$ cat src/rtl/spi_arb_pkg.sv
// Shared types and constants for the SPI transaction arbiter.
package spi_arb_pkg;

  typedef enum logic [1:0] {
    ST_IDLE  = 2'd0,
    ST_START = 2'd1,
    ST_WAIT  = 2'd2,
    ST_RESP  = 2'd3
  } arb_state_t;

  localparam int SPI_ARB_DATA_W = 8;
  localparam int SPI_ARB_DIV_W  = 3;

  // Requester index found 'off' slots past 'ptr', wrapping at n.
  function automatic logic [2:0] rr_index(input logic [2:0] ptr, input int unsigned off,
                                          input int unsigned n);
    int unsigned sum;
    sum = 32'(ptr) + off;
    if (sum >= n) sum = sum - n;
    return sum[2:0];
  endfunction

endpackage

$ cat src/rtl/spi_arb_rr.sv
// Combinational round-robin picker: first set request at or after rr_ptr wins.
module spi_arb_rr
  import spi_arb_pkg::*;
#(
  parameter int NUM_REQ = 4
) (
  input  logic [NUM_REQ-1:0] req,
  input  logic [2:0]         rr_ptr,
  output logic               valid,
  output logic [2:0]         winner
);

  logic [7:0] w_req_ext;

  assign w_req_ext = 8'(req);

  // Walk from the farthest slot back to rr_ptr so the closest hit is assigned last.
  always_comb begin
    valid  = 1'b0;
    winner = '0;
    for (int i = NUM_REQ - 1; i >= 0; i--) begin
      if (w_req_ext[rr_index(rr_ptr, i, NUM_REQ)]) begin
        valid  = 1'b1;
        winner = rr_index(rr_ptr, i, NUM_REQ);
      end
    end
  end

endmodule

$ cat src/rtl/spi_arbiter.sv
// Round-robin arbiter sharing one SPI master between NUM_REQ requesters.
// Optional WAIT watchdog enabled by defining SPI_ARB_TIMEOUT_EN.
module spi_arbiter
  import spi_arb_pkg::*;
#(
  parameter int NUM_REQ        = 4,
  parameter int DATA_W         = SPI_ARB_DATA_W,
  parameter int TIMEOUT_CYCLES = 1024
) (
  input  logic                             clock,
  input  logic                             reset_n,
  input  logic [NUM_REQ-1:0]               req,
  input  logic [NUM_REQ-1:0]               req_wr,
  input  logic [NUM_REQ*DATA_W-1:0]        req_data,
  input  logic [NUM_REQ*SPI_ARB_DIV_W-1:0] req_div,
  output logic [NUM_REQ-1:0]               ack,
  output logic [NUM_REQ-1:0]               err,
  output logic [DATA_W-1:0]                rsp_data,
  output logic                             busy,
  output logic [2:0]                       gnt_id,
  output logic                             m_start,
  output logic                             m_write_enable,
  output logic [DATA_W-1:0]                m_data,
  output logic [SPI_ARB_DIV_W-1:0]         m_clock_div,
  input  logic                             m_done,
  input  logic [DATA_W-1:0]                m_rdata
);

  arb_state_t                r_state;
  arb_state_t                w_state_nxt;
  logic [2:0]                r_rr_ptr;
  logic [2:0]                r_gnt_id;
  logic [NUM_REQ-1:0]        r_ack;
  logic [DATA_W-1:0]         r_rsp_data;
  logic                      r_busy;
  logic                      r_m_start;
  logic                      r_m_wr;
  logic [DATA_W-1:0]         r_m_data;
  logic [SPI_ARB_DIV_W-1:0]  r_m_div;

  logic                      w_valid;
  logic [2:0]                w_winner;
  logic                      w_sel_wr;
  logic [DATA_W-1:0]         w_sel_data;
  logic [SPI_ARB_DIV_W-1:0]  w_sel_div;
  logic [NUM_REQ-1:0]        w_gnt_oh;
  logic                      w_timeout;

  spi_arb_rr #(.NUM_REQ(NUM_REQ)) u_rr (
    .req    (req),
    .rr_ptr (r_rr_ptr),
    .valid  (w_valid),
    .winner (w_winner)
  );

  always_comb begin
    w_sel_wr   = 1'b0;
    w_sel_data = '0;
    w_sel_div  = '0;
    w_gnt_oh   = '0;
    for (int i = 0; i < NUM_REQ; i++) begin
      if (w_winner == 3'(i)) begin
        w_sel_wr   = req_wr[i];
        w_sel_data = req_data[i*DATA_W +: DATA_W];
        w_sel_div  = req_div[i*SPI_ARB_DIV_W +: SPI_ARB_DIV_W];
      end
      w_gnt_oh[i] = (r_gnt_id == 3'(i));
    end
  end

`ifdef SPI_ARB_TIMEOUT_EN
  localparam int CNT_W = $clog2(TIMEOUT_CYCLES + 1);

  logic [CNT_W-1:0]   r_to_cnt;
  logic [NUM_REQ-1:0] r_err;

  // Loaded while leaving START, so it reaches zero after TIMEOUT_CYCLES full WAIT cycles.
  always_ff @(posedge clock or negedge reset_n) begin
    if (!reset_n) begin
      r_to_cnt <= '0;
      r_err    <= '0;
    end else begin
      if (r_state == ST_START)
        r_to_cnt <= CNT_W'(TIMEOUT_CYCLES);
      else if (r_state == ST_WAIT && r_to_cnt != '0)
        r_to_cnt <= r_to_cnt - CNT_W'(1);
      r_err <= w_timeout ? w_gnt_oh : '0;
    end
  end

  assign w_timeout = (r_state == ST_WAIT) && !m_done && (r_to_cnt == '0);
  assign err       = r_err;
`else
  assign w_timeout = 1'b0;
  assign err       = '0;
`endif

  always_comb begin
    w_state_nxt = r_state;
    case (r_state)
      ST_IDLE:  if (w_valid) w_state_nxt = ST_START;
      ST_START: w_state_nxt = ST_WAIT;
      ST_WAIT:  if (m_done || w_timeout) w_state_nxt = ST_RESP;
      ST_RESP:  w_state_nxt = ST_IDLE;
      default:  w_state_nxt = ST_IDLE;
    endcase
  end

  // Strobes are registered from the next state so they line up with the state they describe.
  always_ff @(posedge clock or negedge reset_n) begin
    if (!reset_n) begin
      r_state    <= ST_IDLE;
      r_rr_ptr   <= '0;
      r_gnt_id   <= '0;
      r_ack      <= '0;
      r_rsp_data <= '0;
      r_busy     <= 1'b0;
      r_m_start  <= 1'b0;
      r_m_wr     <= 1'b0;
      r_m_data   <= '0;
      r_m_div    <= '0;
    end else begin
      r_state   <= w_state_nxt;
      r_busy    <= (w_state_nxt != ST_IDLE);
      r_m_start <= (w_state_nxt == ST_START);
      r_ack     <= (w_state_nxt == ST_RESP) ? w_gnt_oh : '0;
      if (r_state == ST_IDLE && w_valid) begin
        r_gnt_id <= w_winner;
        r_m_wr   <= w_sel_wr;
        r_m_data <= w_sel_data;
        r_m_div  <= w_sel_div;
      end
      if (r_state == ST_WAIT) begin
        if (m_done)
          r_rsp_data <= m_rdata;
        else if (w_timeout)
          r_rsp_data <= '0;
      end
      if (r_state == ST_RESP)
        r_rr_ptr <= (r_gnt_id == 3'(NUM_REQ - 1)) ? 3'd0 : r_gnt_id + 3'd1;
    end
  end

  assign ack            = r_ack;
  assign rsp_data       = r_rsp_data;
  assign busy           = r_busy;
  assign gnt_id         = r_gnt_id;
  assign m_start        = r_m_start;
  assign m_write_enable = r_m_wr;
  assign m_data         = r_m_data;
  assign m_clock_div    = r_m_div;

endmodule

$ cat config.mk
export PLATFORM = sky130hd
export DESIGN_NAME = spi_arbiter
export DESIGN_NICKNAME = d
export VERILOG_FILES = /design/src/rtl/spi_arb_pkg.sv /design/src/rtl/spi_arb_rr.sv /design/src/rtl/spi_arbiter.sv
export SDC_FILE = /design/constraint.sdc
export NUM_CORES = 1
export LEC_CHECK = 0
export BUFFER_PORTS_ARGS = -buffer_cell sky130_fd_sc_hd__buf_2
export CAP_MARGIN = 20
export CORE_UTILIZATION = 50
export DETAILED_ROUTE_END_ITERATION = 6
export GPL_TIMING_DRIVEN = 0
export HOLD_SLACK_MARGIN = 0.05
export PLACE_DENSITY = 0.92
export SYNTH_ARGS = -nofsm -noshare
export SYNTH_HDL_FRONTEND = slang
export SYNTH_HIERARCHICAL = 1
export SYNTH_SLANG_ARGS = --single-unit
export TNS_END_PERCENT = 20
$ cat constraint.sdc
create_clock -name clock -period 8.2 [get_ports clock]
set_input_delay 2.05 -clock clock [delete_from_list [all_inputs] [get_ports clock]]
set_output_delay 2.05 -clock clock [all_outputs]
set_load 0.02 [all_outputs]
==> flow_metrics.py <==
metrics = {
    "outcome": {
        "status": "completed",
    },
    "die": {
        "initial_core_util_pct": 53.21,
        "die_w_um": 65.12,
        "die_area_um2": 4240,
        "ios": 96,
        "chipHeight_um": 65.12,
        "core_area_um2": 3744,
        "rows": 22,
    },
    "synthesis": {
        "avgSynthCellArea_um2": 13.19,
        "syn_inst": 151,
        "ys_warn_count": 6,
        "async_flop_share_pct": 100.0,
        "synth_largest_area_cell": "dfrtp_1",
        "yosysSeqAreaShare_pct": 42.71,
        "synth-edff-count": 0,
        "syn-cell-area_um2": 1992,
        "synth-main-ff-cell": "dfrtp_1",
        "ys_ff_latch": 34,
        "yosysUniqueCellTypes": 39,
        "synth_top_area_share_pct": 42.71,
        "synth_most_common_cell": "dfrtp_1",
        "synth_common_cells": "dfrtp_1, mux2_2, a22o_1",
        "synth_area_leaders": "dfrtp_1, mux4_2, mux2_2",
    },
    "sta": {
        "tightest_slew_ns": 0.7174,
        "finalHoldWorstSlack_ns": 0.5037,
        "layout_setup_ws_ns": 4.081,
        "slew_viol_final": 0,
        "relSlewSlack_pct": 52.17,
        "rsz0062_at_grt": "no",
        "fin_crit_sh_pct": 50.24,
        "fmax_mhz": 242.8,
        "setup_tns_ns": 0,
        "period_minus_slack_ns": 4.119,
        "skew_ns": 0.003750,
        "finalSetupViolCount": 0,
        "hold_violations": 0,
    },
    "layout": {
        "drive_gt1_share_pct": 53.75,
        "finish.utilization_pct": 69.72,
        "num_antenna_cells": 0,
        "stdcell_count": 301,
        "final_area_um2": 2610,
        "final_nets": 325,
        "areaGrowthSynthToFinish_pct": 31.03,
    },
    "worst_setup_path": {
        "cp.arrival_ns": 4.29,
        "path_delay_family": "multiplexers",
        "end_kind": "flop",
        "crit_path_frequent_cell": "mux4_2",
        "worstPathRequired_ns": 8.37,
        "cp_cell_sequence": "buf_2, mux4_2, nand2_1, a221oi_1, o211ai_1, buf_6, mux4_2, a22o_1",
        "cp_slowest_stage_delay_ns": 0.53,
        "cp_num_buf_inv": 2,
        "critPathMaxFanout": 10,
        "cp-start-kind": "input port",
        "crit_type": "in2reg",
        "crit_path_top_delay_cell": "mux4_2",
    },
    "routing": {
        "route.detailed.drc": 0,
        "dr.pass1.iters": 4,
        "viasPerCell": 5.342,
        "vias": 1608,
        "wirelength_mm": 4.272,
        "drtIter0Drc": 64,
        "wire_per_inst_um": 14.19,
        "ant_nets": 0,
    },
    "cts": {
        "clockBufferDepth": 2,
        "clock_latency_ns": 0.28,
        "cts_max_level": 2,
        "cts_tree": "done",
        "clock-root-buffer": "clkbuf_8",
        "post_cts_resized": 0,
        "clock-sinks": 34,
        "numCtsBuffers": 5,
        "clkTransAtPathRegs_ns": 0.07,
        "post-cts-setup-buffer-count": 0,
        "hold_buffers": 0,
    },
    "power_and_ir_drop": {
        "p_total_mw": 1.031,
        "peakVddDrop_mv": 0.2589,
        "p_leak_nw": 1.354,
        "powerDensity_nw_per_um2": 394.9,
    },
    "grt": {
        "grt_use_total_pct": 22.59,
        "antenna_found_initial": 0,
        "first_global_vias": 1587,
        "grt.overflow.total": 0,
        "grt_pass1_wl_mm": 7.031,
        "grt_max_degree": 35,
    },
    "min_path": {
        "hold_class": "reg2reg",
    },
    "placed_design": {
        "hpwl_mm": 3.470,
        "placed_area_um2": 2519,
        "dpl.cell_count": 293,
        "place_ws_ns": 3.796,
        "port_buffers": 91,
        "gp_congestion": 0.9049,
    },
    "job": {
        "drv_cap": 0,
    },
}
==> per-layer routing <==
metal	GRT usage, %	wire length (µm)
met1	27.00	1747
met2	37.50	2155
met3	7.118	270
met4	9.783	99
met5	0	0
==> cells by family after synthesis <==
group	share of synthesized area (%)
fa+ha+maj	6.281
buf+inv	5.653
compound gates	11.06
flops	42.71
mux	25.38
other cells	0.3770
simple gates	8.543
==> flip-flops by register name, indices dropped and copies added (netlist names), 2 cells and up <==
| register | count |
|---|---|
| ack | 4 |
| gnt_id | 3 |
| m_clock_div | 3 |
| m_data | 8 |
| r_rr_ptr | 3 |
| r_state | 2 |
| rsp_data | 8 |
==> power breakdown <==
| group | switching, mW | internal, mW | leakage, nW |
|---|---|---|---|
| Clock | 0.0565 | 0.0676 | 0.0482 |
| Sequential | 0.0420 | 0.239 | 0.428 |
| Combinational | 0.318 | 0.308 | 0.878 |
| Total | 0.417 | 0.614 | 1.35 |
==> layout by cell type, fill, tap and decap left out, types with 6 or more instances in the layout <==
master    instances
buf_2            94
clkbuf_8          6
mux4_2           11
inv_1             9
dfrtp_1          34
a22o_1           12
mux2_2           13
ha_1             10
==> worst paths after layout <==
kind	start	endpoint	slack, ns	depth (start not counted)
setup / recovery	req[3]	m_clock_div[1]	4.08	8
hold reg to reg	rsp_data[2]	rsp_data[2]	0.50	1
setup reg to reg	r_rr_ptr[0]	m_clock_div[1]	4.97	9
max in group asynchronous	reset_n	gnt_id[1]	5.93	1
min in group asynchronous	reset_n	ack[0]	1.82	1
hold / removal	rsp_data[2]	rsp_data[2]	0.50	1
==> worst reg2reg max path: stages, from the launching register on <==
cell,delay (ns)
dfrtp_1,0.38
buf_6,0.16
inv_1,0.08
ha_1,0.39
mux4_2,0.53
a21boi_1,0.15
or4b_1,0.57
nand2_1,0.26
clkbuf_1,0.42
a22o_1,0.23
==> area by class of cell <==
| type | instances | area (µm²) |
|---|---|---|
| fill | 272 | 1134 |
| multi-input combinational | 100 | 1040 |
| sequential | 34 | 850.8 |
| timing repair buffer | 91 | 455.4 |
| clock buffer | 7 | 86.33 |
| buffer | 11 | 78.83 |
| tap | 48 | 60.06 |
| inverter | 9 | 33.78 |
| clock inverter | 1 | 5.005 |
Power figures use the tool's default switching activity.
